<file path="src/rtl/neuron_lif_pkg.sv">
// Shared definitions for the time-multiplexed LIF layer: FSM state encoding,
// membrane width helper and batch-norm fixed-point constants.
package neuron_lif_pkg;

  // Layer sequencer states
  typedef enum logic [1:0] {
    ST_IDLE = 2'd0,
    ST_RUN  = 2'd1,
    ST_DONE = 2'd2
  } state_t;

  // Batch-norm factor is unsigned Q2.2, so 4'b0100 multiplies by exactly 1.0
  localparam logic [3:0] BN_UNITY     = 4'b0100;
  localparam int         BN_FRAC_BITS = 2;

  // Membrane must hold +/-SYNAPSES plus one bit of integration headroom
  function automatic int membrane_bits_for(input int synapses);
    return $clog2(synapses) + 2;
  endfunction

  localparam int DEFAULT_SYNAPSES      = 32;
  localparam int DEFAULT_MEMBRANE_BITS = membrane_bits_for(DEFAULT_SYNAPSES);

endpackage

</file>
<file path="src/rtl/neuron_lif_layer_lif_logic.sv">
// Shared single-neuron membrane update: leak, +/-1 binary-weight accumulate,
// batch-norm scale/offset, threshold compare and reset-to-zero after a spike.
// Every stage saturates to MEMBRANE_BITS; internal math is carried wider so
// nothing wraps before the clamp.
module lif_logic
  import neuron_lif_pkg::*;
#(
  parameter int SYNAPSES              = DEFAULT_SYNAPSES,
  parameter int MEMBRANE_BITS         = membrane_bits_for(SYNAPSES),
  parameter int THRESHOLD_BITS        = MEMBRANE_BITS - 1,
  parameter int BATCHNORM_ADDEND_BITS = MEMBRANE_BITS - 2
) (
  input  logic signed [MEMBRANE_BITS-1:0]         membrane,
  input  logic        [SYNAPSES-1:0]              weights,
  input  logic        [SYNAPSES-1:0]              inputs,
  input  logic        [3:0]                       batchnorm_factor,
  input  logic signed [BATCHNORM_ADDEND_BITS-1:0] batchnorm_addend,
  input  logic        [2:0]                       shift,
  input  logic        [THRESHOLD_BITS-1:0]        threshold,
  output logic signed [MEMBRANE_BITS-1:0]         membrane_next,
  output logic                                    spike
);

  localparam int WIDE = MEMBRANE_BITS + 8;
  localparam logic signed [WIDE-1:0] ONE   = WIDE'(1);
  localparam logic signed [WIDE-1:0] U_MAX = WIDE'((1 << (MEMBRANE_BITS - 1)) - 1);
  localparam logic signed [WIDE-1:0] U_MIN = -U_MAX - ONE;

  function automatic logic signed [MEMBRANE_BITS-1:0] saturate(input logic signed [WIDE-1:0] v);
    if (v > U_MAX) return U_MAX[MEMBRANE_BITS-1:0];
    if (v < U_MIN) return U_MIN[MEMBRANE_BITS-1:0];
    return v[MEMBRANE_BITS-1:0];
  endfunction

  logic signed [WIDE-1:0]          syn_sum;
  logic signed [WIDE-1:0]          u_wide;
  logic signed [WIDE-1:0]          leak;
  logic signed [MEMBRANE_BITS-1:0] accum_sat;
  logic signed [WIDE-1:0]          product;
  logic signed [WIDE-1:0]          scaled;
  logic signed [MEMBRANE_BITS-1:0] bn_sat;

  // Active inputs add +1 through a set weight bit and -1 through a clear one
  always_comb begin
    syn_sum = '0;
    for (int i = 0; i < SYNAPSES; i++) begin
      if (inputs[i]) begin
        if (weights[i]) syn_sum = syn_sum + ONE;
        else            syn_sum = syn_sum - ONE;
      end
    end
  end

  // Leak (u - u>>>shift, none when shift is 0), integrate, scale, compare
  always_comb begin
    u_wide = WIDE'(membrane);
    leak   = '0;
    if (shift != 3'd0) leak = u_wide >>> shift;
    accum_sat     = saturate(u_wide - leak + syn_sum);
    product       = WIDE'(accum_sat) * signed'(WIDE'({1'b0, batchnorm_factor}));
    scaled        = (product >>> BN_FRAC_BITS) + WIDE'(batchnorm_addend);
    bn_sat        = saturate(scaled);
    spike         = WIDE'(bn_sat) >= signed'(WIDE'({1'b0, threshold}));
    membrane_next = spike ? '0 : bn_sat;
  end

endmodule

</file>
<file path="src/rtl/neuron_lif_layer.sv">
// Layer of NEURONS leaky integrate-and-fire neurons sharing one lif_logic
// datapath, swept one neuron per clock after each accepted input step.
// Optional per-neuron refractory period: NEURON_LIF_LAYER_REFRACTORY_EN.
//
// Handshakes: a transfer happens on a rising edge where valid && ready.
// in_ready/cfg_ready depend only on state and reset, out_valid only on
// state, so neither in_valid nor out_ready reaches any output
// combinationally. Once asserted, out_valid stays high with stable data
// until out_ready is seen.
module neuron_lif_layer
  import neuron_lif_pkg::*;
#(
  parameter int SYNAPSES              = DEFAULT_SYNAPSES,
  parameter int NEURONS               = 8,
  parameter int MEMBRANE_BITS         = membrane_bits_for(SYNAPSES),
  parameter int THRESHOLD_BITS        = MEMBRANE_BITS - 1,
  parameter int BATCHNORM_ADDEND_BITS = MEMBRANE_BITS - 2,
  parameter int REFRACTORY_BITS       = 3
) (
  input  logic                                    clk,
  input  logic                                    reset,
  input  logic                                    in_valid,
  output logic                                    in_ready,
  input  logic [SYNAPSES-1:0]                     inputs,
  input  logic                                    cfg_we,
  input  logic [$clog2(NEURONS)-1:0]              cfg_addr,
  input  logic [SYNAPSES-1:0]                     cfg_weights,
  output logic                                    cfg_ready,
  input  logic [3:0]                              batchnorm_factor,
  input  logic signed [BATCHNORM_ADDEND_BITS-1:0] batchnorm_addend,
  input  logic [2:0]                              shift,
  input  logic [THRESHOLD_BITS-1:0]               threshold,
  input  logic [REFRACTORY_BITS-1:0]              refractory_cycles,
  output logic                                    out_valid,
  input  logic                                    out_ready,
  output logic [NEURONS-1:0]                      out_spikes,
  output logic [NEURONS*MEMBRANE_BITS-1:0]        out_membrane,
  output state_t                                  dbg_state
);

  localparam int IDX_BITS = $clog2(NEURONS);
  localparam logic [IDX_BITS-1:0] LAST_IDX = IDX_BITS'(NEURONS - 1);

  state_t                          state, state_next;
  logic [IDX_BITS-1:0]             idx;
  logic [SYNAPSES-1:0]             in_q;
  logic [SYNAPSES-1:0]             weights_q [NEURONS];
  logic signed [MEMBRANE_BITS-1:0] mem_q     [NEURONS];
  logic [NEURONS-1:0]              spikes_q;
  logic                            accept;
  logic signed [MEMBRANE_BITS-1:0] lif_membrane, upd_membrane;
  logic                            lif_spike, upd_spike;

  assign accept    = in_valid && in_ready;
  assign dbg_state = state;

  // State register
  always_ff @(posedge clk or posedge reset) begin
    if (reset) state <= ST_IDLE;
    else       state <= state_next;
  end

  // Next state and handshake outputs; ready is held low during reset
  always_comb begin
    state_next = state;
    in_ready   = 1'b0;
    cfg_ready  = 1'b0;
    out_valid  = 1'b0;
    case (state)
      ST_IDLE: begin
        in_ready  = !reset;
        cfg_ready = !reset;
        if (in_valid && !reset) state_next = ST_RUN;
      end
      ST_RUN: begin
        if (idx == LAST_IDX) state_next = ST_DONE;
      end
      ST_DONE: begin
        out_valid = 1'b1;
        if (out_ready) state_next = ST_IDLE;
      end
      default: state_next = ST_IDLE;
    endcase
  end

  lif_logic #(
    .SYNAPSES              (SYNAPSES),
    .MEMBRANE_BITS         (MEMBRANE_BITS),
    .THRESHOLD_BITS        (THRESHOLD_BITS),
    .BATCHNORM_ADDEND_BITS (BATCHNORM_ADDEND_BITS)
  ) u_lif (
    .membrane         (mem_q[idx]),
    .weights          (weights_q[idx]),
    .inputs           (in_q),
    .batchnorm_factor (batchnorm_factor),
    .batchnorm_addend (batchnorm_addend),
    .shift            (shift),
    .threshold        (threshold),
    .membrane_next    (lif_membrane),
    .spike            (lif_spike)
  );

`ifdef NEURON_LIF_LAYER_REFRACTORY_EN
  logic [REFRACTORY_BITS-1:0] refr_q [NEURONS];

  // Refractory neuron keeps its membrane and stays silent for this slot
  always_comb begin
    upd_membrane = lif_membrane;
    upd_spike    = lif_spike;
    if (refr_q[idx] != '0) begin
      upd_membrane = mem_q[idx];
      upd_spike    = 1'b0;
    end
  end

  // Count down an active refractory period, or arm it on a fresh spike
  always_ff @(posedge clk or posedge reset) begin
    if (reset) begin
      for (int i = 0; i < NEURONS; i++) refr_q[i] <= '0;
    end else if (state == ST_RUN) begin
      if (refr_q[idx] != '0) refr_q[idx] <= refr_q[idx] - 1'b1;
      else if (lif_spike)    refr_q[idx] <= refractory_cycles;
    end
  end
`else
  logic unused_refractory;
  assign unused_refractory = ^refractory_cycles;
  assign upd_membrane      = lif_membrane;
  assign upd_spike         = lif_spike;
`endif

  // Weight writes and step capture in IDLE, one neuron write-back per RUN cycle
  always_ff @(posedge clk or posedge reset) begin
    if (reset) begin
      idx      <= '0;
      in_q     <= '0;
      spikes_q <= '0;
      for (int i = 0; i < NEURONS; i++) begin
        weights_q[i] <= '0;
        mem_q[i]     <= '0;
      end
    end else begin
      case (state)
        ST_IDLE: begin
          if (cfg_we) weights_q[cfg_addr] <= cfg_weights;
          if (accept) begin
            in_q <= inputs;
            idx  <= '0;
          end
        end
        ST_RUN: begin
          mem_q[idx]    <= upd_membrane;
          spikes_q[idx] <= upd_spike;
          idx           <= (idx == LAST_IDX) ? '0 : idx + 1'b1;
        end
        default: ;
      endcase
    end
  end

  assign out_spikes = spikes_q;

  for (genvar g = 0; g < NEURONS; g++) begin : g_pack
    assign out_membrane[g*MEMBRANE_BITS +: MEMBRANE_BITS] = mem_q[g];
  end

endmodule

</file>
<file path="config.mk">
export PLATFORM = sky130hd
export DESIGN_NAME = neuron_lif_layer
export DESIGN_NICKNAME = d
export VERILOG_FILES = /design/src/rtl/neuron_lif_pkg.sv /design/src/rtl/neuron_lif_layer_lif_logic.sv /design/src/rtl/neuron_lif_layer.sv
export SDC_FILE = /design/constraint.sdc
export NUM_CORES = 1
export LEC_CHECK = 0
export BUFFER_PORTS_ARGS = -buffer_cell sky130_fd_sc_hd__clkbuf_2
export CAP_MARGIN = 20
export CORE_UTILIZATION = 67
export CTS_BUF_LIST = sky130_fd_sc_hd__clkbuf_2 sky130_fd_sc_hd__clkbuf_4 sky130_fd_sc_hd__clkbuf_8
export DETAILED_ROUTE_END_ITERATION = 10
export GPL_ROUTABILITY_DRIVEN = 1
export PLACE_DENSITY = 0.83
export SYNTH_ARGS = -nofsm -noshare
export SYNTH_HDL_FRONTEND = slang
export SYNTH_SLANG_ARGS = --single-unit
</file>
<file path="constraint.sdc">
create_clock -name clk -period 130.2 [get_ports clk]
set_clock_uncertainty 0.15 [all_clocks]
set_input_delay 6.51 -clock clk [delete_from_list [all_inputs] [get_ports clk]]
set_output_delay 6.51 -clock clk [all_outputs]
set_load 0.05 [all_outputs]
</file>
# After elaboration in Yosys (flattened, before gate mapping)
# Cells that the tools add are included.
[totals] mem_count=0 rom_bits=0 ram_bits=0 latch_bits=0 reg_bits=357
[op_classes] div_mod_pow=0 shifts=1 bitwise_logic=2 reduce_logical=13 add_sub_neg=66 n_mul=1 n_mux=104 n_eq_ne=7 n_lt_le_gt_ge=11
[ops] operator="15-bit two-way mux" count=65
[ops] operator="15-bit by 2-bit adder with 15-bit output, second input constant" count=31
[ops] operator="15-bit by 2-bit subtractor with 15-bit output, second input constant" count=31
[ops] operator="256-bit bitwise mux" count=1
[ops] operator="32-bit binary-select mux with 3-bit select" count=1
[ops] operator="32-bit demux with 3-bit select" count=1
[ops] operator="32-bit two-way mux" count=3
[ops] operator="7-bit two-way mux" count=12
[ops] operator="56-bit bitwise mux" count=1
[ops] operator="15-bit by 7-bit greater-than comparator with 1-bit output, second input constant" count=2
[ops] operator="15-bit by 7-bit < comparator with 1-bit output, second input constant" count=2
[ops] operator="7-bit binary-select mux with 3-bit select" count=1
[ops] operator="7-bit demux with 3-bit select" count=1
[ops] operator="15-bit adder" count=1
[ops] operator="7-bit by 3-bit >>> shifter with 15-bit output" count=1
[ops] operator="7-bit by 15-bit subtractor with 15-bit output" count=1
[ops] operator="7-bit by 5-bit multiplier with 12-bit output" count=1
[ops] operator="10-bit by 5-bit adder with 11-bit output" count=1
[ops] operator="1-bit two-way mux" count=9
[ops] operator="8-bit bitwise mux" count=1
[ops] operator="4-bit greater-or-equal comparator, second input constant" count=2
[ops] operator="4-bit by 1-bit < comparator with 1-bit output, second input constant" count=2
[ops] operator="2-bit != test, second input constant" count=4
[ops] operator="3-bit NOT with 4-bit output" count=2
[ops] operator="other kinds (19)" count=28

# Longest topological paths before layout
# Gate-level depths: netlist of run 1.
[depth] depth_word=115 ltp_mapped=227

# Hierarchy
# A second synthesis of run 1 with hierarchy kept.
[hier_totals] cells_unflattened=4961 area_unflattened_um2=43663.1
[modules_own_cells] module="lif_logic" area_per_inst_um2=27886.7 seq_area_each_um2=0.0 cells_each=3960 n_inst=1
[modules_own_cells] module="neuron_lif_layer" area_per_inst_um2=15776.4 seq_area_each_um2=8933.6 cells_each=1001 n_inst=1

# Worst setup path before layout of run 1
# Ideal clock, no wire load.
[synth_path] path_kind="register to register" from="register idx[0]" to="register mem_q (netlist bit out_membrane[26])" stages_incl_launch_ff=206 setup_slack_ps=87365 t_arrival_ps=42619 period_less_slack_ps=42835 required_time_ps=129983 path_cell_list="dfrtp_1 clkbuf_1 buf_2 buf_2 buf_1 buf_2 buf_2 clkbuf_1 clkbuf_1 mux4_2 mux2i_1 fa_1 inv_1 fa_1 inv_1 fa_1 nor2b_1 nor2_1 [170 not listed] nand2_1 xor2_1 nor2_1 nand2_1 o21a_1 a21oi_1 ha_1 nand2b_1 a21o_1 a21oi_1 nor2b_1 o21ai_0 nand2b_1 a21oi_1 nor2_1 clkbuf_1 nor2b_1 mux2_2"
[synth_between] elab_chain_len=115
[synth_rtl] item="start, declared" line="neuron_lif_layer.sv:45" text="logic [IDX_BITS-1:0] idx;"
[synth_rtl] item="start signal, assigned" line="neuron_lif_layer.sv:154" text="idx <= (idx == LAST_IDX) ? '0 : idx + 1'b1;"
[synth_rtl] item="3-bit NOT with 4-bit output (implied by the code) *" line="neuron_lif_layer.sv:92, neuron_lif_layer.sv:93, neuron_lif_layer.sv:152"
[synth_rtl] item="32-bit binary-select mux with 3-bit select" line="neuron_lif_layer.sv:93" text=".weights (weights_q[idx]),"
[synth_rtl] item="32-bit two-way mux (implied by the code) (2 in series)" line="neuron_lif_layer.sv:93"
[synth_rtl] item="15-bit two-way mux" line="neuron_lif_layer_lif_logic.sv:48" text="if (weights[i]) syn_sum = syn_sum + ONE;"
[synth_rtl] item="15-bit two-way mux" line="neuron_lif_layer_lif_logic.sv:47" text="if (inputs[i]) begin"
[synth_rtl] item="15-bit by 2-bit subtractor with 15-bit output or 15-bit by 2-bit adder with 15-bit output (tied branches)" line="neuron_lif_layer_lif_logic.sv:49, neuron_lif_layer_lif_logic.sv:48"
[synth_rtl] item="15-bit two-way mux" line="neuron_lif_layer_lif_logic.sv:48"
[synth_rtl] item="15-bit two-way mux" line="neuron_lif_layer_lif_logic.sv:47"
[synth_rtl] item="[97 not listed]"
[synth_rtl] item="10-bit by 5-bit adder with 11-bit output" line="neuron_lif_layer_lif_logic.sv:61" text="scaled = (product >>> BN_FRAC_BITS) + WIDE'(batchnorm_addend);"
[synth_rtl] item="15-bit by 7-bit < comparator with 1-bit output" line="neuron_lif_layer_lif_logic.sv:31" text="if (v < U_MIN) return U_MIN[MEMBRANE_BITS-1:0];"
[synth_rtl] item="1-bit two-way mux (2 in series)" line="neuron_lif_layer_lif_logic.sv:31"
[synth_rtl] item="7-bit two-way mux" line="neuron_lif_layer_lif_logic.sv:32" text="return v[MEMBRANE_BITS-1:0];"
[synth_rtl] item="7-bit two-way mux" line="neuron_lif_layer_lif_logic.sv:31"
[synth_rtl] item="7-bit greater-or-equal comparator" line="neuron_lif_layer_lif_logic.sv:63" text="spike = WIDE'(bn_sat) >= signed'(WIDE'({1'b0, threshold}));"
[synth_rtl] item="7-bit two-way mux" line="neuron_lif_layer_lif_logic.sv:64" text="membrane_next = spike ? '0 : bn_sat;"
[synth_rtl] item="56-bit bitwise mux *" line="neuron_lif_layer.sv:152" text="mem_q[idx] <= upd_membrane;"
[synth_rtl] item="end signal, assigned by index" line="neuron_lif_layer.sv:152"
[synth_rtl] item="end, declared" line="neuron_lif_layer.sv:48" text="logic signed [MEMBRANE_BITS-1:0] mem_q [NEURONS];"
# Mark *: on every way between the ends. The rest lies on a longest branch, timed or not. The select of a mux whose other input is x is not followed.
# A chain may end at the register's enable or synchronous reset.

# Worst setup path in the final report of run 1
[layout_path] from="register idx[2]" to="register mem_q (netlist bit out_membrane[44])"
# Same word-level chain as after synthesis.

==> impl_metrics.sql, run 1 <==
INSERT INTO impl_metrics (metric_group, metric, value, unit) VALUES
('status', 'status', 'complete, no violations', ''),
('worst_setup_path', 'worst_path_largest_cell_delay', '0.97', 'ns'),
('synth', 'share_of_the_yosys_chip_area_belonging_to_registers', '0.203', ''),
('sta', 'finalHoldWorstSlack', '0.352', 'ns'),
('synth', 'yosysTopAreaCellShare', '0.203', ''),
('clocking', 'cts_post_setup_buffers_inserted', '0', ''),
('synth', 'post_synth_xor_area_fraction', '0.0974', ''),
('clocking', 'postCtsHoldBufs', '0', ''),
('synth', 'netlist_area', '44000', 'sq um'),
('floorplan', 'ios', '162', ''),
('synth', 'yosys.area_share.adder', '0.154', ''),
('synth', 'synth_compound_area_frac', '0.223', ''),
('clocking', 'cts_tree', 'built', ''),
('job', 'maxCapViolCount', '0', ''),
('worst_setup_path', 'critical_path_s_top_delay_family', 'compound AO/OA/AOI/OAI gates', ''),
('clocking', 'htree_levels', '3', ''),
('placement', 'dp_hpwl', '92600', 'um'),
('floorplan', 'floorplan.initialDensity', '0.681', ''),
('floorplan', 'floorplan.core_area', '64700', 'sq um'),
('floorplan', 'die-area', '66700', 'sq um'),
('min_path', 'worst_hold_depth', '1', ''),
('worst_setup_path', 'crit_fanout', '51', ''),
('final_layout', 'layoutNonFillerInstCount', '6071', ''),
('sta', 'worst_slew_pin_slew', '1.16', 'ns'),
('final_layout', 'num-fill-cells', '4726', ''),
('final_layout', 'post_route_cells_drive_above_1_share', '0.166', ''),
('synth', 'count_of_cell_types_in_the_netlist', '89', ''),
('grt', 'grt.overflow.total', '0', ''),
('worst_setup_path', 'worst_setup_path_end_kind', 'flip-flop', ''),
('routing', 'drt-wirelength-per-cell', '21.3', 'um'),
('synth', 'most_area_hungry_cell_type_in_the_yosys_netlist', 'sky130_fd_sc_hd__dfrtp_1', ''),
('min_path', 'timing.hold.worst_endpoint', 'weights_q[117]$_DFFE_PP0P_', ''),
('routing', 'finalWirelength', '129000', 'um'),
('final_layout', 'areaGrowthSynthToFinish', '7.44', '%'),
('sta', 'grt_setup_unrepaired', 'false', ''),
('clocking', 'clock_path_buffers', '3', ''),
('placement', 'routabilityCongestion', '1.01', ''),
('routing', 'drt_drc_violations_left', '0', ''),
('worst_setup_path', 'critical-path-slowest-cell', 'sky130_fd_sc_hd__dfrtp_4', ''),
('routing', 'dr.first_iter.drc_count', '4076', ''),
('clocking', 'cts.sink_count', '357', ''),
('min_path', 'holdCritPathClass', 'reg2reg', ''),
('worst_setup_path', 'worst-endpoint-arrival', '50.60', 'ns'),
('worst_setup_path', 'worstSetupStartpointType', 'flip-flop', ''),
('worst_setup_path', 'reg2reg_to', 'out_membrane[44]$_DFFE_PP0P_', ''),
('min_path', 'timing.hold.worst.start', 'weights_q[117]$_DFFE_PP0P_', ''),
('clocking', 'cts.repair.resized', '0', ''),
('sta', 'max-slew-margin-rel', '0.224', ''),
('clocking', 'insertion_delay', '0.68', 'ns'),
('sta', 'timing_hold_violations_final', '0', ''),
('floorplan', 'die_h', '258', 'um'),
('placement', 'placement_stage_worst_setup_slack', '81.93', 'ns'),
('synth', 'synth.area.top_cells', 'sky130_fd_sc_hd__dfrtp_1 20%, sky130_fd_sc_hd__ha_1 12%, sky130_fd_sc_hd__mux2_2 9.3%, sky130_fd_sc_hd__xnor2_1 5.3%, sky130_fd_sc_hd__a21oi_1 4.4%', ''),
('clocking', 'cts-root-buf', 'sky130_fd_sc_hd__clkbuf_8', ''),
('synth', 'synth-main-ff-cell', 'sky130_fd_sc_hd__dfrtp_1', ''),
('routing', 'route.detailed.vias_per_inst', '6.60', ''),
('synth', 'yosysWarnings', '0', ''),
('synth', 'postSynthRegisterBits', '357', ''),
('synth', 'syn_area_per_cell', '8.72', 'sq um'),
('placement', 'port-buffer-count', '158', ''),
('sta', 'timing.final.setup_violations', '0', ''),
('clocking', 'cts.clk_slew.worst_paths', '0.06', 'ns'),
('grt', 'grt_antenna_before_repair', '12', ''),
('grt', 'first_global_vias', '37900', ''),
('grt', 'grt_start_max_net_pins', '127', ''),
('synth', 'synthSimpleGateAreaFrac', '0.132', ''),
('synth', 'synth-edff-count', '0', ''),
('sta', 'fin_ws', '80.03', 'ns'),
('synth', 'syn_nets', '5647', ''),
('sta', 'max_clock_freq', '19.9', 'MHz'),
('grt', 'track_usage', '0.376', '');
[cell families after synthesis]
| family | after synthesis |
|---|---|
| compound gates | 1498 |
| simple gates | 1269 |
| mux | 515 |
| fa+ha+maj | 503 |
| buf+inv | 481 |
| xor+xnor | 428 |
| flops | 357 |
[registers in the layout, summed over array words and instances (netlist names)]
name          count
weights_q       256
out_spikes        8
dbg_state         2
out_membrane     56
idx               3
in_q             32
[cell type report]
class	instances	share of cell area
well taps	855	0.0226
clock inverters	19	0.00582
multi-input cells	4213	0.704
diodes	12	0.000635
inverters	291	0.0233
clock buffers	96	0.0254
flip-flops and latches	357	0.189
repair buffers	228	0.0287
[worst register-to-register path: cells and delay by family, from the launching register on]
kind / cells / cell delay, ns
AOI/OAI and AO/OA: 67 / 15.56
xor gates and xnor gates: 28 / 6.23
adders and majority gates: 40 / 14.65
buffers and inverters: 14 / 1.57
DFF: 1 / 0.97
muxes: 8 / 2.56
and+or+nand+nor: 49 / 8.42
[metrics by stage]
| stage | utilization | instance area, sq um |
|---|---|---|
| after global routing | 0.731 | 47300 |
| after floorplan | - | 44000 |
| after detailed placement | 0.707 | 45700 |
| after CTS | 0.730 | 47200 |
| after global placement | 0.707 | 45700 |
| final | 0.731 | 47300 |
[synthesized netlist by cell type (all sizes together), types with 11 or more instances]
cell type  number
o21ai         293
dfrtp         357
nand3b         17
xnor3          29
a21o          165
a41oi          11
nor2          367
o211ai         35
o31ai          72
fa             65
nor3           83
and2           29
mux4           77
or3            38
nor4           13
buf            44
a2111oi        17
o21bai         82
and3           26
a21oi         388
nand2         452
nand4          15
a211o          22
nand3          72
or2            14
xor2          125
nand2b         57
a221oi         14
a22o           11
a211oi         41
o21a           84
xnor2         268
clkbuf        146
inv           286
o311ai         16
a31o           15
nor2b          52
ha            438
o2111ai        18
a21boi         22
a31oi          65
mux2          364
mux2i          74
[layer usage]
metal / up-vias / share of wire / GRT usage
li1: 18800 / - / -
met1: 19100 / 0.41 / 0.488
met2: 1837 / 0.46 / 0.612
met3: 358 / 0.083 / 0.0633
met4: 4 / 0.049 / 0.182
met5: - / 0.00023 / 0
[worst max path at each step]
stage / from / cells after the start / slack (ns) / endpoint
after global routing: idx[2]$_DFFE_PP0P_ / 206 / 77.36 / out_membrane[22]$_DFFE_PP0P_
after floorplan: idx[0]$_DFFE_PP0P_ / 205 / 87.36 / out_membrane[26]$_DFFE_PP0P_
final: idx[2]$_DFFE_PP0P_ / 206 / 80.03 / out_membrane[44]$_DFFE_PP0P_
after detailed placement: idx[2]$_DFFE_PP0P_ / 204 / 81.93 / out_membrane[51]$_DFFE_PP0P_
after global placement: idx[2]$_DFFE_PP0P_ / 204 / 82.69 / out_membrane[3]$_DFFE_PP0P_
after CTS: idx[2]$_DFFE_PP0P_ / 204 / 81.19 / out_membrane[44]$_DFFE_PP0P_
Power of run 1 is left out: the tool's default activity adds up to more than one toggle a clock period on the data nets, which glitch-free logic cannot reach.
==> inputs of run 2 (changes only) <==
--- a/config.mk
+++ b/config.mk
@@ -7,11 +7,11 @@
 export LEC_CHECK = 0
 export BUFFER_PORTS_ARGS = -buffer_cell sky130_fd_sc_hd__clkbuf_2
 export CAP_MARGIN = 20
-export CORE_UTILIZATION = 67
+export CORE_UTILIZATION = 66
 export CTS_BUF_LIST = sky130_fd_sc_hd__clkbuf_2 sky130_fd_sc_hd__clkbuf_4 sky130_fd_sc_hd__clkbuf_8
 export DETAILED_ROUTE_END_ITERATION = 10
 export GPL_ROUTABILITY_DRIVEN = 1
-export PLACE_DENSITY = 0.83
+export PLACE_DENSITY = 0.82
 export SYNTH_ARGS = -nofsm -noshare
 export SYNTH_HDL_FRONTEND = slang
 export SYNTH_SLANG_ARGS = --single-unit
==> constraint.sdc (replaced) <==
create_clock -name clk -period 49 [get_ports clk]
set_clock_uncertainty 0.15 [all_clocks]
set_input_delay 2.45 -clock clk [delete_from_list [all_inputs] [get_ports clk]]
set_output_delay 2.45 -clock clk [all_outputs]
set_load 0.05 [all_outputs]
==> impl_metrics.sql, run 2 (synthesis gave the netlist of run 1 again) <==
INSERT INTO impl_metrics (metric_group, metric, value, unit) VALUES
('grt', 'track_usage', '0.369', ''),
('routing', 'dr.first_iter.drc_count', '3585', ''),
('sta', 'worst_slew_pin_slew', '1.16', 'ns'),
('clocking', 'cts_tree', 'built', ''),
('sta', 'timing.final.setup_violations', '0', ''),
('floorplan', 'die-area', '67700', 'sq um'),
('grt', 'first_global_vias', '37800', ''),
('clocking', 'cts.sink_count', '357', ''),
('clocking', 'clock_path_buffers', '3', ''),
('worst_setup_path', 'crit_type', 'reg2reg', ''),
('final_layout', 'post_route_cells_drive_above_1_share', '0.170', ''),
('grt', 'grt.overflow.total', '0', ''),
('worst_setup_path', 'worst-endpoint-arrival', '46.94', 'ns'),
('clocking', 'htree_levels', '3', ''),
('worst_setup_path', 'worstSetupPathDepth', '197', ''),
('routing', 'finalWirelength', '129000', 'um'),
('final_layout', 'final_common_cell', 'sky130_fd_sc_hd__nand2_1', ''),
('final_layout', 'largest_register_ff_count', '256', ''),
('sta', 'timing.final.crit_period', '46.53', 'ns'),
('sta', 'grt_setup_unrepaired', 'false', ''),
('routing', 'detail-route-antenna-nets', '0', ''),
('worst_setup_path', 'required', '49.41', 'ns'),
('final_layout', 'areaGrowthSynthToFinish', '7.64', '%'),
('floorplan', 'floorplan_row_count', '94', ''),
('placement', 'port-buffer-count', '158', ''),
('sta', 'finalHoldWorstSlack', '0.339', 'ns'),
('clocking', 'cts-buffers-inserted', '67', ''),
('clocking', 'insertion_delay', '0.67', 'ns'),
('sta', 'timing.final.crit_share', '0.950', ''),
('routing', 'detailed_routing_iteration_count_for_the_pre_antenna_repair_pass', '7', ''),
('final_layout', 'mostFrequentLayoutCells', '446 x sky130_fd_sc_hd__nand2_1, 437 x sky130_fd_sc_hd__ha_1, 384 x sky130_fd_sc_hd__a21oi_1', ''),
('sta', 'max_clock_freq', '21.5', 'MHz'),
('worst_setup_path', 'worstSetupStartpointType', 'flip-flop', ''),
('floorplan', 'ios', '162', ''),
('sta', 'fin_tns_setup', '0', 'ns'),
('floorplan', 'die_x', '260', 'um'),
('worst_setup_path', 'critical-path-slowest-cell', 'sky130_fd_sc_hd__a2111oi_1', ''),
('final_layout', 'final_design_area_no_fill', '47400', 'sq um'),
('routing', 'num_vias', '40100', ''),
('clocking', 'cts.clk_slew.worst_paths', '0.06', 'ns'),
('final_layout', 'registers.top_by_ff_count', 'weights_q', ''),
('floorplan', 'floorplan.initialDensity', '0.668', ''),
('worst_setup_path', 'crit_fanout', '18', ''),
('min_path', 'holdCritPathClass', 'reg2reg', ''),
('clocking', 'cts-root-buf', 'sky130_fd_sc_hd__clkbuf_8', ''),
('status', 'status', 'complete, no violations', ''),
('job', 'maxCapViolCount', '0', ''),
('floorplan', 'floorplan.core_area', '65900', 'sq um'),
('sta', 'max-slew-margin-rel', '0.224', ''),
('worst_setup_path', 'worst_path_largest_cell_delay', '0.74', 'ns'),
('placement', 'placement_stage_worst_setup_slack', '0.953', 'ns'),
('placement', 'dp_hpwl', '93100', 'um'),
('worst_setup_path', 'cp_common_cell', 'sky130_fd_sc_hd__ha_1', ''),
('placement', 'total_cell_area_at_the_placement_stage', '45700', 'sq um'),
('worst_setup_path', 'cp_num_buf_inv', '13', ''),
('worst_setup_path', 'critical_path_s_top_delay_family', 'adder cells', ''),
('routing', 'drt-wirelength-per-cell', '21.2', 'um'),
('final_layout', 'num-nets-final', '5750', ''),
('sta', 'final_report_max_slew_violation_count', '0', ''),
('worst_setup_path', 'cell_depth_of_the_worst_flop_to_flop_path', '197', ''),
('sta', 'fin_ws', '2.47', 'ns'),
('grt', 'first_pass_grt_wire_length', '200000', 'um'),
('grt', 'grt_start_max_net_pins', '167', ''),
('min_path', 'worst_hold_depth', '2', ''),
('sta', 'timing_hold_violations_final', '0', ''),
('floorplan', 'die_h', '260', 'um'),
('routing', 'drt_drc_violations_left', '0', ''),
('routing', 'route.detailed.vias_per_inst', '6.60', ''),
('grt', 'grt_antenna_before_repair', '14', ''),
('worst_setup_path', 'worst_setup_path_end_kind', 'flip-flop', ''),
('placement', 'routabilityCongestion', '0.984', '');
[run 2: cell types whose count changed in the layout (fill, tap and decap cells not counted), moves of 3 or more]
cell,before,now
sky130_fd_sc_hd__clkinv_2,2,6
sky130_fd_sc_hd__o21ai_0,287,284
sky130_fd_sc_hd__buf_4,68,60
sky130_fd_sc_hd__a21oi_1,388,384
sky130_fd_sc_hd__a31oi_1,65,62
sky130_fd_sc_hd__bufinv_16,5,1
sky130_fd_sc_hd__inv_6,1,4
sky130_fd_sc_hd__nor2b_1,52,48
sky130_fd_sc_hd__nor2b_4,0,4
sky130_fd_sc_hd__a21oi_2,0,3
sky130_fd_sc_hd__clkbuf_8,77,80
[run 2: area by class of cell]
class / count / area [sq um]
Timing Repair Buffer: 224 / 1360
Inverter: 291 / 1100
Fill cell: 4973 / 18500
Multi-Input combinational cell: 4213 / 33500
Clock buffer: 97 / 1230
Tap cell: 864 / 1080
Clock inverter: 19 / 174
Sequential cell: 357 / 8940
Antenna cell: 12 / 30.0
[run 2: what timing repair did]
item                                   in CTS  in global routing
setup endpoints to repair                   0                 56
hold buffers                                0                  0
endpoints found under the hold margin       0                  0
setup buffers                               0                  3
resized for setup                           0                 35
[run 2: through the flow]
stage	instances	util
after CTS	6060	0.716
after global routing	6073	0.719
final	6077	0.720
after detailed placement	5944	0.694
after global placement	5943	0.694
after floorplan	5051	-
[run 2: path summary, 6_finish.rpt]
path	start	endpoint	slack, ns
worst max-delay path	idx[2]$_DFFE_PP0P_	out_membrane[38]$_DFFE_PP0P_	2.47
worst min-delay path	out_spikes[4]$_DFFE_PP0P_	out_spikes[4]$_DFFE_PP0P_	0.34
worst max register to register	idx[2]$_DFFE_PP0P_	out_membrane[38]$_DFFE_PP0P_	2.47
worst min register to register	out_spikes[4]$_DFFE_PP0P_	out_spikes[4]$_DFFE_PP0P_	0.34
max in group asynchronous	reset	weights_q[174]$_DFFE_PP0P_	44.93
min in group asynchronous	reset	out_spikes[6]$_DFFE_PP0P_	1.82
[run 2: routing by layer]
metal | global-route usage | wire (um) | up-vias
met3 | 0.0637 | 11000 | 348
met1 | 0.481 | 52500 | 19100
met4 | 0.168 | 6110 | 8
li1 | - | - | 18800
met2 | 0.600 | 59200 | 1794
met5 | 0 | 54 | -
[run 2: worst min-delay path: cells and delay by family, from the launching register on]
family | cells | cell delay, ns
AO/OA/AOI/OAI | 1 | 0.06
flip-flops | 1 | 0.34
AND/OR/NAND/NOR | 1 | 0.05
Power of run 2 is left out for the same reason.
